`src/rtl/p2s_pkg.sv`:
```
// Shared definitions for the parallel-to-serial transmitter: FSM state
// encoding, default frame geometry and the counter-width helper.
package p2s_pkg;

   localparam int DEF_WIDTH      = 4;
   localparam int DEF_GAP_CYCLES = 1;

   typedef enum logic [1:0] {
      ST_IDLE  = 2'd0,
      ST_SHIFT = 2'd1,
      ST_GAP   = 2'd2
   } state_e;

   // Width of a down/up counter that must hold values 0..n-1; never below
   // one bit so a single-cycle gap still has a legal (constant zero) counter.
   function automatic int cntWidth(input int n);
      return (n <= 2) ? 1 : $clog2(n);
   endfunction

endpackage

```
`src/rtl/parallel2serial_tx_if.sv`:
```
// Bundle of the transmitter's word handshake and serial output signals.
// The slave modport is the transmitter's view, master is the feeder/receiver side.
interface parallel2serial_tx_if
   import p2s_pkg::*;
#(
   parameter int WIDTH = DEF_WIDTH
);

   logic [WIDTH-1:0] in_data;
   logic             in_valid;
   logic             in_ready;
   logic             sd;
   logic             sl;
   logic             frame_done;
   logic             busy;

   modport master (
      output in_data,
      output in_valid,
      input  in_ready,
      input  sd,
      input  sl,
      input  frame_done,
      input  busy
   );

   modport slave (
      input  in_data,
      input  in_valid,
      output in_ready,
      output sd,
      output sl,
      output frame_done,
      output busy
   );

endinterface

```
`src/rtl/p2s_hold_buf.sv`:
```
// One-entry holding register on the valid/ready input. A pop frees the entry
// on the same edge, so a new word may be accepted in that cycle without a bubble.
module p2s_hold_buf
   import p2s_pkg::*;
#(
   parameter int WIDTH = DEF_WIDTH
) (
   input  logic             clk,
   input  logic             rst_,
   input  logic [WIDTH-1:0] in_data_i,
   input  logic             in_valid_i,
   output logic             in_ready_o,
   input  logic             pop_i,
   output logic             hold_full_o,
   output logic [WIDTH-1:0] hold_data_o
);

   logic             full_q, full_d;
   logic [WIDTH-1:0] data_q, data_d;
   logic             push;

   assign in_ready_o  = !full_q || pop_i;
   assign push        = in_valid_i && in_ready_o;
   assign hold_full_o = full_q;
   assign hold_data_o = data_q;

   // Next entry contents: a push wins over a pop since it refills the slot
   always_comb begin
      full_d = full_q;
      data_d = data_q;
      if (push) begin
         full_d = 1'b1;
         data_d = in_data_i;
      end else if (pop_i) begin
         full_d = 1'b0;
      end
   end

   // Entry register, emptied immediately by reset
   always_ff @(posedge clk or negedge rst_) begin
      if (!rst_) begin
         full_q <= 1'b0;
         data_q <= '0;
      end else begin
         full_q <= full_d;
         data_q <= data_d;
      end
   end

endmodule

```
`src/rtl/parallel2serial_tx.sv`:
```
// Parallel-to-serial feeder for the 4-bit serial receiver. Words are shifted
// out LSB-first with sl high for each bit, then sl drops for GAP_CYCLES so the
// receiver can transfer its shift register.
module parallel2serial_tx
   import p2s_pkg::*;
#(
   parameter int WIDTH      = DEF_WIDTH,
   parameter int GAP_CYCLES = DEF_GAP_CYCLES
) (
   input logic                  clk,
   input logic                  rst_,
   parallel2serial_tx_if.slave  bus
);

   localparam int BCW = cntWidth(WIDTH);
   localparam int GCW = cntWidth(GAP_CYCLES);
   localparam logic [BCW-1:0] LAST_BIT = BCW'(WIDTH - 1);
   localparam logic [GCW-1:0] GAP_LOAD = GCW'(GAP_CYCLES - 1);

   if (WIDTH < 2) begin : gBadWidth
      $error("parallel2serial_tx: WIDTH must be >= 2");
   end
   if (GAP_CYCLES < 1) begin : gBadGap
      $error("parallel2serial_tx: GAP_CYCLES must be >= 1");
   end

   state_e           state_q, state_d;
   logic [WIDTH-1:0] shreg_q, shreg_d;
   logic [BCW-1:0]   bitCnt_q, bitCnt_d;
   logic [GCW-1:0]   gapCnt_q, gapCnt_d;
   logic             loadNow;
   logic             holdFull;
   logic [WIDTH-1:0] holdData;
   logic             sdComb, slComb, frameDoneComb;

   p2s_hold_buf #(.WIDTH(WIDTH)) uHold (
      .clk         (clk),
      .rst_        (rst_),
      .in_data_i   (bus.in_data),
      .in_valid_i  (bus.in_valid),
      .in_ready_o  (bus.in_ready),
      .pop_i       (loadNow),
      .hold_full_o (holdFull),
      .hold_data_o (holdData)
   );

   // Frame sequencing: shift WIDTH bits, hold the strobe low for the gap,
   // then reload from the hold register straight away if a word is waiting
   always_comb begin
      state_d       = state_q;
      shreg_d       = shreg_q;
      bitCnt_d      = bitCnt_q;
      gapCnt_d      = gapCnt_q;
      loadNow       = 1'b0;
      sdComb        = 1'b0;
      slComb        = 1'b0;
      frameDoneComb = 1'b0;
      case (state_q)
         ST_IDLE: begin
            if (holdFull) begin
               loadNow = 1'b1;
            end
         end
         ST_SHIFT: begin
            slComb   = 1'b1;
            sdComb   = shreg_q[0];
            shreg_d  = {1'b0, shreg_q[WIDTH-1:1]};
            bitCnt_d = bitCnt_q + BCW'(1);
            if (bitCnt_q == LAST_BIT) begin
               state_d  = ST_GAP;
               bitCnt_d = '0;
               gapCnt_d = GAP_LOAD;
            end
         end
         ST_GAP: begin
            frameDoneComb = (gapCnt_q == GAP_LOAD);
            if (gapCnt_q == '0) begin
               if (holdFull) begin
                  loadNow = 1'b1;
               end else begin
                  state_d = ST_IDLE;
               end
            end else begin
               gapCnt_d = gapCnt_q - GCW'(1);
            end
         end
         default: begin
            state_d = ST_IDLE;
         end
      endcase
      if (loadNow) begin
         state_d  = ST_SHIFT;
         shreg_d  = holdData;
         bitCnt_d = '0;
      end
   end

   // State, shift register and counters; reset abandons any frame at once
   always_ff @(posedge clk or negedge rst_) begin
      if (!rst_) begin
         state_q  <= ST_IDLE;
         shreg_q  <= '0;
         bitCnt_q <= '0;
         gapCnt_q <= '0;
      end else begin
         state_q  <= state_d;
         shreg_q  <= shreg_d;
         bitCnt_q <= bitCnt_d;
         gapCnt_q <= gapCnt_d;
      end
   end

   assign bus.sd         = sdComb;
   assign bus.sl         = slComb;
   assign bus.frame_done = frameDoneComb;
   assign bus.busy       = (state_q != ST_IDLE) || holdFull;

endmodule

```
`src/flat_wrapper.sv`:
```
// flat-port wrapper written by rule: the top's interface ports become plain ports
module parallel2serial_tx_flat import p2s_pkg::*;
#(
   parameter int WIDTH      = DEF_WIDTH,
   parameter int GAP_CYCLES = DEF_GAP_CYCLES
)
  (clk, rst_, bus_in_data, bus_in_valid, bus_in_ready, bus_sd, bus_sl, bus_frame_done, bus_busy);
  parallel2serial_tx_if #(.WIDTH(WIDTH)) bus_i ();
  input logic clk;
  input logic rst_;
  input wire logic [$bits(bus_i.in_data)-1:0] bus_in_data;
  input wire logic [$bits(bus_i.in_valid)-1:0] bus_in_valid;
  output wire logic [$bits(bus_i.in_ready)-1:0] bus_in_ready;
  output wire logic [$bits(bus_i.sd)-1:0] bus_sd;
  output wire logic [$bits(bus_i.sl)-1:0] bus_sl;
  output wire logic [$bits(bus_i.frame_done)-1:0] bus_frame_done;
  output wire logic [$bits(bus_i.busy)-1:0] bus_busy;
  assign bus_i.in_data = bus_in_data;
  assign bus_i.in_valid = bus_in_valid;
  assign bus_in_ready = bus_i.in_ready;
  assign bus_sd = bus_i.sd;
  assign bus_sl = bus_i.sl;
  assign bus_frame_done = bus_i.frame_done;
  assign bus_busy = bus_i.busy;
  parallel2serial_tx #(.WIDTH(WIDTH), .GAP_CYCLES(GAP_CYCLES)) u_core (.clk(clk), .rst_(rst_), .bus(bus_i));
endmodule
```
`config.mk`:
```
export PLATFORM = sky130hd
export DESIGN_NAME = parallel2serial_tx_flat
export DESIGN_NICKNAME = d
export VERILOG_FILES = /design/src/rtl/p2s_pkg.sv /design/src/rtl/parallel2serial_tx_if.sv /design/src/rtl/p2s_hold_buf.sv /design/src/rtl/parallel2serial_tx.sv /design/src/flat_wrapper.sv
export SDC_FILE = /design/constraint.sdc
export NUM_CORES = 1
export LEC_CHECK = 0
export ABC_CLOCK_PERIOD_IN_PS = 1150
export CORE_MARGIN = 2
export CORE_UTILIZATION = 35
export CTS_BUF_LIST = sky130_fd_sc_hd__clkbuf_8
export DETAILED_ROUTE_END_ITERATION = 10
export PLACE_DENSITY = 0.62
export SLEW_MARGIN = 20
export SYNTH_ARGS = -nofsm -noshare
export SYNTH_HDL_FRONTEND = slang
export SYNTH_SLANG_ARGS = --single-unit
```
`constraint.sdc`:
```
create_clock -name clk -period 1.15 [get_ports clk]
set_input_delay 0.23 -clock clk [delete_from_list [all_inputs] [get_ports clk]]
set_output_delay 0.23 -clock clk [all_outputs]
set_load 0.1 [all_outputs]
```
==> Word level (Yosys, flattened, before mapping) <==
Cells that the tools add are included.
Widths: inputs -> output; s select.
{ "totals": {"reg_bits": 14, "ram_bits": 0, "latchBits": 0, "input_bits": 7, "output_inout_bits": 5, "rom_bits": 0, "mem_count": 0} }
{ "classes": {"n_reduce_logical": 11, "div_mod_pow": 0, "n_lt_le_gt_ge": 0, "mux": 21, "add_sub_neg": 2, "eq_ne": 8, "multipliers": 0, "bitwise": 1, "shift": 0} }
{ "op_table": {"columns": ["operator", "count"], "rows": [
  ["$mux 2", 7],
  ["$mux 1", 9],
  ["$mux 4", 2],
  ["$reduce_bool 2->1", 4],
  ["$ne 3x3->1 const B", 2],
  ["$pmux 2 s3", 1],
  ["$eq 2x2->1 const B", 2],
  ["$pmux 1 s2", 2],
  ["$reduce_and 4->1", 1],
  ["$ne 3x2->1 const B", 1],
  ["$add 2x1->2 const B", 1],
  ["$eq 2x1->1 const B", 1],
  ["$logic_not 2->1", 1],
  ["$logic_or 1x1->1", 2],
  ["$ne 2x1->1 const B", 1],
  ["$ne 2x2->1 const B", 1],
  ["$reduce_and 2->1", 1],
  ["$logic_and 1x1->1", 1],
  ["$logic_not 1->1", 1],
  ["$not 1->1", 1],
  ["$sub 1x1->1 const B", 1]
]} }

==> Depth between registers and ports, before layout <==
Gate-level depths: netlist of the first run.
{ "logic_depth": {"ltp_word": 6, "depth_mapped": 4} }

==> Hierarchy <==
Synthesis of the first run repeated with hierarchy kept, for this count alone.
{ "unflattened": {"hier_cells": 48, "hier_area_um2": 621.8} }
{ "modules_own_cells": {"columns": ["mod", "n_inst", "cells_each", "area_each_um2"], "rows": [
  ["parallel2serial_tx", 1, 36, 404.1],
  ["p2s_hold_buf", 1, 12, 217.7]
]} }

==> Least setup slack after synthesis of the first run <==
OpenSTA, ideal clock, no wires.
{ "synth_path": {"path_kind": "flip-flop to output port", "start": "reg u_core.state_q[1]", "end": "out bus_sd", "t_required_ns": 0.920, "n_path_buf": 0, "stages_incl_launch_ff": 4, "arrival_time_ns": 1.893, "slack_ns": -0.973, "cell_sequence": "dfrtp_1 or2b_4 inv_2 and2_1"} }
{ "synth_between": {"elab_chain_len": 2} }
{ "synth_rtl": {"columns": ["item", "line", "rtl"], "rows": [
  ["start: declaration", "parallel2serial_tx.sv:27", "state_e state_q, state_d;"],
  ["start signal: assignment", "parallel2serial_tx.sv:106", "state_q <= state_d;"],
  ["$eq 2x1->1", "parallel2serial_tx.sv:58", "case (state_q)"],
  ["$mux 1", "parallel2serial_tx.sv:58", null],
  ["end: declaration", "flat_wrapper.sv:14", "output wire logic [$bits(bus_i.sd)-1:0] bus_sd;"]
]} }
Every way passes these cells.

==> Final worst setup path of the first run <==
{ "layout_path": {"start": "reg u_core.state_q[0]", "end": "out bus_sd"} }
The elaborated chain is that of the path after synthesis.

==> tab_implementation.tex, run 1 <==
\begin{tabular}{lr}
\hline
Metric & Value \\
\hline
\multicolumn{2}{l}{\textbf{Drt}} \\
Remaining design rule violation count & 0 \\
Met3 routed wirelength & 52 um \\
Wire length after detailed routing & about 1300 um \\
DR vias & about 490 \\
DRT met1 WL & 528 um \\
Count of nets left with antenna violations after detail routing & 0 \\
TritonRoute pass-1 iters & 4 \\
Count of routing violations after the opening detailed-route iteration & 1 \\
Wire per inst & 13.4 um \\
Top routing layer used & met4 \\
Met2 WL & 748 um \\
DR vias/cell & 4.85 \\
\multicolumn{2}{l}{\textbf{GRT}} \\
Pin count of the biggest net entering global routing & 14 \\
Number of antenna violations at the first check in global routing & 0 \\
Number of global-route vias before repair & 516 \\
Global-route wire length before repair & 2330 um \\
Global route total overflow & 0 \\
Total global routing track utilization & between 10\% and 20\% \\
\multicolumn{2}{l}{\textbf{Yosys}} \\
Proportion of register bits with asynchronous set or reset after synthesis & 100\% \\
Cell type with the highest aggregate area in the netlist & sky130\_fd\_sc\_hd\_\_dfrtp\_1 \\
Share of synthesized area occupied by flip-flops and latches & approximately 54\% \\
Flops \& latches, synth & 13 \\
Syn Inst Count & 47 \\
Mean area per synthesized cell & 12.9 um\^{}2 \\
Synthesis warning total & 0 \\
Post-Syn Area & 604 um\^{}2 \\
Share of the synthesized area in the top cell type & 53.8\% \\
Leading register cell type out of synthesis & sky130\_fd\_sc\_hd\_\_dfrtp\_1 \\
Mapped Nets & 55 \\
Most common cell in the synthesized netlist & sky130\_fd\_sc\_hd\_\_dfrtp\_1 \\
Top cells by count, synth & sky130\_fd\_sc\_hd\_\_dfrtp\_1 (13), sky130\_fd\_sc\_hd\_\_mux2\_4 (4), sky130\_fd\_sc\_hd\_\_a22o\_1 (3), sky130\_fd\_sc\_hd\_\_nor2b\_1 (3) \\
Post-synth cell types & 22 \\
Number of enable flip-flop cells after synthesis & 0 \\
Cell types with the largest area share after synthesis & sky130\_fd\_sc\_hd\_\_dfrtp\_1 (54\%), sky130\_fd\_sc\_hd\_\_mux2\_4 (9.9\%), sky130\_fd\_sc\_hd\_\_a22o\_1 (4.3\%) \\
\multicolumn{2}{l}{\textbf{Placed design}} \\
Dpl cells & 87 \\
Total cell area at the placement stage & about 930 um\^{}2 \\
IO Port Bufs & 11 \\
Final HPWL DP & 950 um \\
Weighted congestion at the end of routability-driven global placement & 0.683 \\
\multicolumn{2}{l}{\textbf{Floorplan}} \\
Y dimension of the die & 45.6 um \\
Starting density of the core & about 36\% \\
Die Wd & 45.6 um \\
Placeable core region & $\sim$1700 um\^{}2 \\
Area of the die & 2080 um\^{}2 \\
\# IOs & 12 \\
Total number of placement rows & 15 \\
\multicolumn{2}{l}{\textbf{Final layout}} \\
Post-synthesis to final-layout area growth & 81.0\% \\
Non-filler instance count after layout & 100 \\
N\_diodes & 0 \\
Final Net Count & 92 \\
Fraction of layout cells with a size suffix above 1 & a little under three fifths \\
Fin area & 1090 um\^{}2 \\
\multicolumn{2}{l}{\textbf{Timing}} \\
Hold slack final & around 0.3 ns \\
Post-Route Skew & about 0.0038 ns \\
Worst rel slew slack & 87.0\% \\
Fin worst setup slack & -0.395 ns \\
Ratio of final minimum period to clock period & 134\% \\
Period minus WS final & 1.54 ns \\
Setup repair after global routing missed its margin & true \\
Setup-violating endpoint count in the final report & 16 \\
Slew of the pin with the lowest slew margin & 0.194 ns \\
Slew Viols, Final & 0 \\
Final hold violation count & 0 \\
FMAX & 647 MHz \\
\multicolumn{2}{l}{\textbf{Critical path}} \\
Cells traversed along the worst timing path & or2b\_4 > inv\_12 > and2\_4 > buf\_12 \\
Crit start category & flop \\
CP max stage delay & 0.39 ns \\
Minimum setup slack among reg-to-reg paths & -0.28 ns \\
Setup Crit Path Kind & reg -> out \\
Critical Path Sink Type & output pin \\
Crit path DAT & between 1 and 1.5 ns \\
Depth of the worst register-to-register path & 6 \\
Largest fanout on the critical path & 4 \\
Top delay family on crit path & simple AND/OR/NAND/NOR gates \\
Slowest library cell on the worst path & sky130\_fd\_sc\_hd\_\_dfrtp\_1 \\
End of the worst register-to-register path & u\_core.bitCnt\_q[1] \\
Buf/Inv on CP & 2 \\
Start of the worst register-to-register path & u\_core.state\_q[1] \\
Required time at the worst-slack endpoint & around 0.92 ns \\
\multicolumn{2}{l}{\textbf{Job}} \\
Max Cap Viol & 0 \\
\multicolumn{2}{l}{\textbf{Clock network}} \\
CTS sink cnt & 13 \\
Number of levels in the clock H-tree & 1 \\
Clock root buffer & sky130\_fd\_sc\_hd\_\_clkbuf\_8 \\
Worst skew pair latency & 0.24 ns \\
Clock buffer depth & 2 \\
Clock transition at the register clock pins on the worst setup and hold paths after CTS & 0.05 ns \\
CTS tree & done \\
Number of clock buffers inserted by TritonCTS & 3 \\
\multicolumn{2}{l}{\textbf{Pwr}} \\
Worst-case vdd ir drop & between 2 and 3 mV \\
P\_leak & $\sim$0.52 nW \\
Total power per unit cell area & 3440 nW/um\^{}2 \\
\multicolumn{2}{l}{\textbf{Run status}} \\
Status & finished, violations left \\
Failing checks & negative setup slack \\
\multicolumn{2}{l}{\textbf{Min path}} \\
Min-delay worst type & in -> async \\
\hline
\end{tabular}
## layer usage
metal	global-route usage (%)	up-vias
li1	-	235
met1	17.6	235
met2	29.9	13
met3	5.16	2
met4	5.29	0
met5	0	-
## flip-flops by register name (all words and copies together), names as in the netlist
| name | cells |
|---|---|
| u_core.bitCnt_q | 2 |
| u_core.uHold.hold_data_o | 4 |
| u_core.state_q | 2 |
| u_core.shreg_q | 4 |
| u_core.uHold.hold_full_o | 1 |
## worst max-delay path by stage
stage	from	end	slack, ns	cells past startpoint
finish	u_core.state_q[0]	bus_sd	-0.39	4
CTS	u_core.state_q[0]	bus_sd	-0.39	4
detailed placement	bus_in_valid	u_core.uHold.hold_data_o[2]	-0.16	3
global placement	bus_in_valid	u_core.uHold.hold_data_o[0]	-0.14	3
floorplan	u_core.state_q[1]	bus_sd	-0.29	3
global route	u_core.state_q[0]	bus_sd	-0.44	4
## metrics by stage
stage	setup WS (ns)	utilization [%]	TNS, ns	power (mW)
global route	-0.442	65.5	-3.40	3.99
floorplan	-0.292	-	-1.30	2.20
detailed placement	-0.163	55.7	-1.38	3.01
global placement	-0.141	55.7	-1.16	2.95
finish	-0.395	65.5	-2.76	3.76
CTS	-0.392	61.9	-2.33	3.59
## logic make-up (layout without fill, tap and decap cells)
group	Yosys count	after routing	synth area share, %
adders and majority gates	1	1	2.07
AOI/OAI and AO/OA	10	10	12.2
muxes	7	7	15.1
buffers and inverters	2	38	1.86
DFF	13	13	53.8
and+or+nand+nor	14	14	14.9
## layout by cell type (no fill, tap or decap)
cell type | netlist | final
sky130_fd_sc_hd__buf_6 | 0 | 9
sky130_fd_sc_hd__and2_4 | 1 | 3
sky130_fd_sc_hd__nand2b_1 | 1 | 1
sky130_fd_sc_hd__nand2_8 | 0 | 1
sky130_fd_sc_hd__nor2b_1 | 3 | 1
sky130_fd_sc_hd__a21o_1 | 2 | 2
sky130_fd_sc_hd__and2b_1 | 1 | 1
sky130_fd_sc_hd__a211oi_1 | 2 | 2
sky130_fd_sc_hd__ha_1 | 1 | 1
sky130_fd_sc_hd__nor3_1 | 1 | 1
sky130_fd_sc_hd__mux2i_1 | 2 | 2
sky130_fd_sc_hd__a21oi_1 | 2 | 2
sky130_fd_sc_hd__dfrtp_2 | 0 | 1
sky130_fd_sc_hd__clkbuf_8 | 0 | 3
sky130_fd_sc_hd__dfrtp_1 | 13 | 12
sky130_fd_sc_hd__nor2b_4 | 0 | 2
sky130_fd_sc_hd__or3_4 | 0 | 1
sky130_fd_sc_hd__nor2_4 | 0 | 1
sky130_fd_sc_hd__inv_12 | 0 | 1
sky130_fd_sc_hd__clkdlybuf4s50_1 | 0 | 6
sky130_fd_sc_hd__buf_12 | 0 | 5
sky130_fd_sc_hd__mux2_4 | 4 | 5
sky130_fd_sc_hd__a22o_1 | 3 | 3
sky130_fd_sc_hd__nor2_1 | 2 | 1
sky130_fd_sc_hd__o21bai_1 | 1 | 1
sky130_fd_sc_hd__inv_1 | 0 | 1
sky130_fd_sc_hd__buf_4 | 1 | 12
sky130_fd_sc_hd__buf_8 | 0 | 1
sky130_fd_sc_hd__or2b_4 | 1 | 1
## worst register-to-register path: cells and delay by family, from the launching register on
kind            cells  cell delay, ns
buf+inv             4            0.44
flops               1            0.41
compound gates      1            0.18
mux                 1            0.28
## where the power goes
group / total [mW] / leakage [nW] / switching [mW] / internal (mW)
registers: 0.843 / 0.155 / 0.160 / 0.683
clock network: 0.384 / 0.0269 / 0.150 / 0.235
logic: 2.54 / 0.339 / 1.20 / 1.33
total: 3.76 / 0.521 / 1.51 / 2.25
## timing repair
item,CTS,global route
gates resized for setup,10,10
buffers inserted,5,10
hold buffers,0,0
endpoints found under the setup margin,13,15
pin swaps,4,6
## cell type report
class	count	area, um^2
Timing Repair Buffer	33	367
Clock inverter	1	3.75
Tap cell	17	21.3
Sequential cell	13	327
Fill cell	138	577
Clock buffer	3	41.3
Inverter	1	16.3
Multi-Input combinational cell	32	318
Power figures use the tool's default switching activity.
==> inputs of run 2 (changes only) <==
--- a/config.mk
+++ b/config.mk
@@ -7,10 +7,10 @@
 export LEC_CHECK = 0
 export ABC_CLOCK_PERIOD_IN_PS = 1150
 export CORE_MARGIN = 2
-export CORE_UTILIZATION = 35
+export CORE_UTILIZATION = 46
 export CTS_BUF_LIST = sky130_fd_sc_hd__clkbuf_8
 export DETAILED_ROUTE_END_ITERATION = 10
-export PLACE_DENSITY = 0.62
+export PLACE_DENSITY = 0.77
 export SLEW_MARGIN = 20
 export SYNTH_ARGS = -nofsm -noshare
 export SYNTH_HDL_FRONTEND = slang
==> run 2 against run 1 <==
The run still ends with negative setup slack left. Sequential share of layout area grew 0.56 points. Count of clock-buffer cells in the layout is the same. Final cell count is 5.0% lower. Register-to-register slack better by 0.06 ns. Flip-flop and latch count is the same. Hold slack got worse by 0.0086 ns. Utilization is 19 points higher. Critical path depth unchanged. Via count increased by 3.7%. Setup slack worse by 0.028 ns. Largest cell class unchanged. Highest routed layer unchanged.
==> tab_implementation.tex, run 2 (synthesized netlist as in run 1, its figures left out) <==
\begin{tabular}{lr}
\hline
Metric & Value \\
\hline
\multicolumn{2}{l}{\textbf{Run status}} \\
Status & finished, violations left \\
Failing checks & negative setup slack \\
\multicolumn{2}{l}{\textbf{Clock network}} \\
Number of clock buffers inserted by TritonCTS & 3 \\
Clock transition at the register clock pins on the worst setup and hold paths after CTS & 0.05 ns \\
Worst skew pair latency & 0.24 ns \\
CTS sink cnt & 13 \\
Clock buffer depth & 2 \\
Clock root buffer & sky130\_fd\_sc\_hd\_\_clkbuf\_8 \\
Number of levels in the clock H-tree & 1 \\
CTS tree & done \\
\multicolumn{2}{l}{\textbf{Placed design}} \\
Dpl cells & 85 \\
IO Port Bufs & 11 \\
Final HPWL DP & around 950 um \\
Weighted congestion at the end of routability-driven global placement & 0.747 \\
\multicolumn{2}{l}{\textbf{Critical path}} \\
Critical path startpoint & u\_core.state\_q[1] \\
Crit path DAT & 1.34 ns \\
Setup Crit Path Kind & reg -> out \\
Critical Path Sink Type & output pin \\
Slowest library cell on the worst path & sky130\_fd\_sc\_hd\_\_dfrtp\_1 \\
Largest fanout on the critical path & 4 \\
Required time at the worst-slack endpoint & between 0.9 and 1 ns \\
Start of the worst register-to-register path & u\_core.state\_q[0] \\
Cells traversed along the worst timing path & or2b\_4 > inv\_12 > and2\_4 > buf\_12 \\
Depth of the worst register-to-register path & 7 \\
CP max stage delay & around 0.43 ns \\
Crit start category & flop \\
\multicolumn{2}{l}{\textbf{Timing}} \\
Setup repair after global routing missed its margin & true \\
Fin worst setup slack & -0.422 ns \\
Post-Route Skew & 0.00256 ns \\
Hold slack final & a little under 0.3 ns \\
Slew Viols, Final & 0 \\
Period minus WS final & 1.57 ns \\
Slew of the pin with the lowest slew margin & 0.153 ns \\
Ratio of final minimum period to clock period & 137\% \\
Setup-violating endpoint count in the final report & 15 \\
Worst rel slew slack & 89.5\% \\
FMAX & between 600 and 700 MHz \\
Final hold violation count & 0 \\
\multicolumn{2}{l}{\textbf{Floorplan}} \\
\# IOs & 12 \\
Starting density of the core & 47.6\% \\
Die Wd & 40.2 um \\
Area of the die & 1620 um\^{}2 \\
Total number of placement rows & 13 \\
Placeable core region & 1270 um\^{}2 \\
Y dimension of the die & between 40 and 50 um \\
\multicolumn{2}{l}{\textbf{Drt}} \\
Wire length after detailed routing & 1490 um \\
TritonRoute pass-1 iters & 4 \\
Wire per inst & 15.7 um \\
DR vias/cell & 5.29 \\
Remaining design rule violation count & 0 \\
DR vias & 503 \\
Count of nets left with antenna violations after detail routing & 0 \\
Count of routing violations after the opening detailed-route iteration & 5 \\
\multicolumn{2}{l}{\textbf{Final layout}} \\
Final Net Count & 89 \\
Post-synthesis to final-layout area growth & 77.6\% \\
N\_diodes & 0 \\
Leading cell type in the layout, fill and taps excluded & sky130\_fd\_sc\_hd\_\_dfrtp\_1 \\
Fraction of layout cells with a size suffix above 1 & a little under three fifths \\
Non-filler instance count after layout & 95 \\
Number of fill cells & between 60 and 70 \\
Commonest cells after routing, fill and taps aside & sky130\_fd\_sc\_hd\_\_dfrtp\_1 (12), sky130\_fd\_sc\_hd\_\_buf\_4 (10), sky130\_fd\_sc\_hd\_\_buf\_6 (8) \\
\multicolumn{2}{l}{\textbf{GRT}} \\
Pin count of the biggest net entering global routing & 14 \\
Number of global-route vias before repair & 472 \\
Total global routing track utilization & between 15 and 20\% \\
Global route total overflow & 0 \\
Number of antenna violations at the first check in global routing & 0 \\
Global-route wire length before repair & approximately 2000 um \\
\multicolumn{2}{l}{\textbf{Job}} \\
Max Cap Viol & 0 \\
\multicolumn{2}{l}{\textbf{Min path}} \\
Min-delay worst type & in -> async \\
\hline
\end{tabular}
run 2: critical path, delay by kind of cell (launching register included):
family / cells / cell delay [ns]
flip-flops: 1 / 0.43
AND/OR/NAND/NOR: 2 / 0.45
buffers and inverters: 2 / 0.22
run 2: stage by stage:
stage	setup WS [ns]	TNS, ns	utilization, %	cell area, um^2
3_5_place_dp	-0.170	-1.47	73.2	928
3_3_place_gp	-0.151	-1.33	73.2	928
5_1_grt	-0.460	-3.69	84.6	1070
2_1_floorplan	-0.292	-1.30	-	651
6_report	-0.422	-3.12	84.6	1070
4_1_cts	-0.418	-2.80	82.3	1040
run 2: routing by layer:
layer	share of wire [%]	global-route usage, %	up-vias
li1	-	-	231
met1	39	23.8	250
met2	55	33.1	18
met3	3.7	5.00	4
met4	2.5	7.50	0
met5	0	0	-
run 2: final cells by class:
class | count | area, um^2 | area share [%]
Timing Repair Buffer | 30 | 345 | 32.2
Sequential cell | 13 | 327 | 30.4
Multi-Input combinational cell | 32 | 322 | 30.0
Clock buffer | 3 | 41.3 | 3.85
Tap cell | 15 | 18.8 | 1.75
Inverter | 1 | 16.3 | 1.52
Clock inverter | 1 | 3.75 | 0.350
run 2: worst paths after layout:
| check | slack, ns | to |
|---|---|---|
| max | -0.42 | bus_sd |
| min | 0.30 | u_core.state_q[1] |
| max reg2reg | -0.22 | u_core.shreg_q[3] |
| min reg2reg | 0.52 | u_core.uHold.hold_data_o[3] |
| max in group asynchronous | 0.68 | u_core.uHold.hold_full_o |
| min in group clk | 0.52 | u_core.uHold.hold_data_o[3] |
run 2: what timing repair did:
action	in CTS	in global routing
endpoints found under the setup margin	13	16
resized for setup	9	6
buffers inserted	5	3
pin swaps	3	4
hold buffers	0	0
Power of run 2 is left out: the tool's default activity adds up to more than one toggle a clock period on the data nets, which glitch-free logic cannot reach.
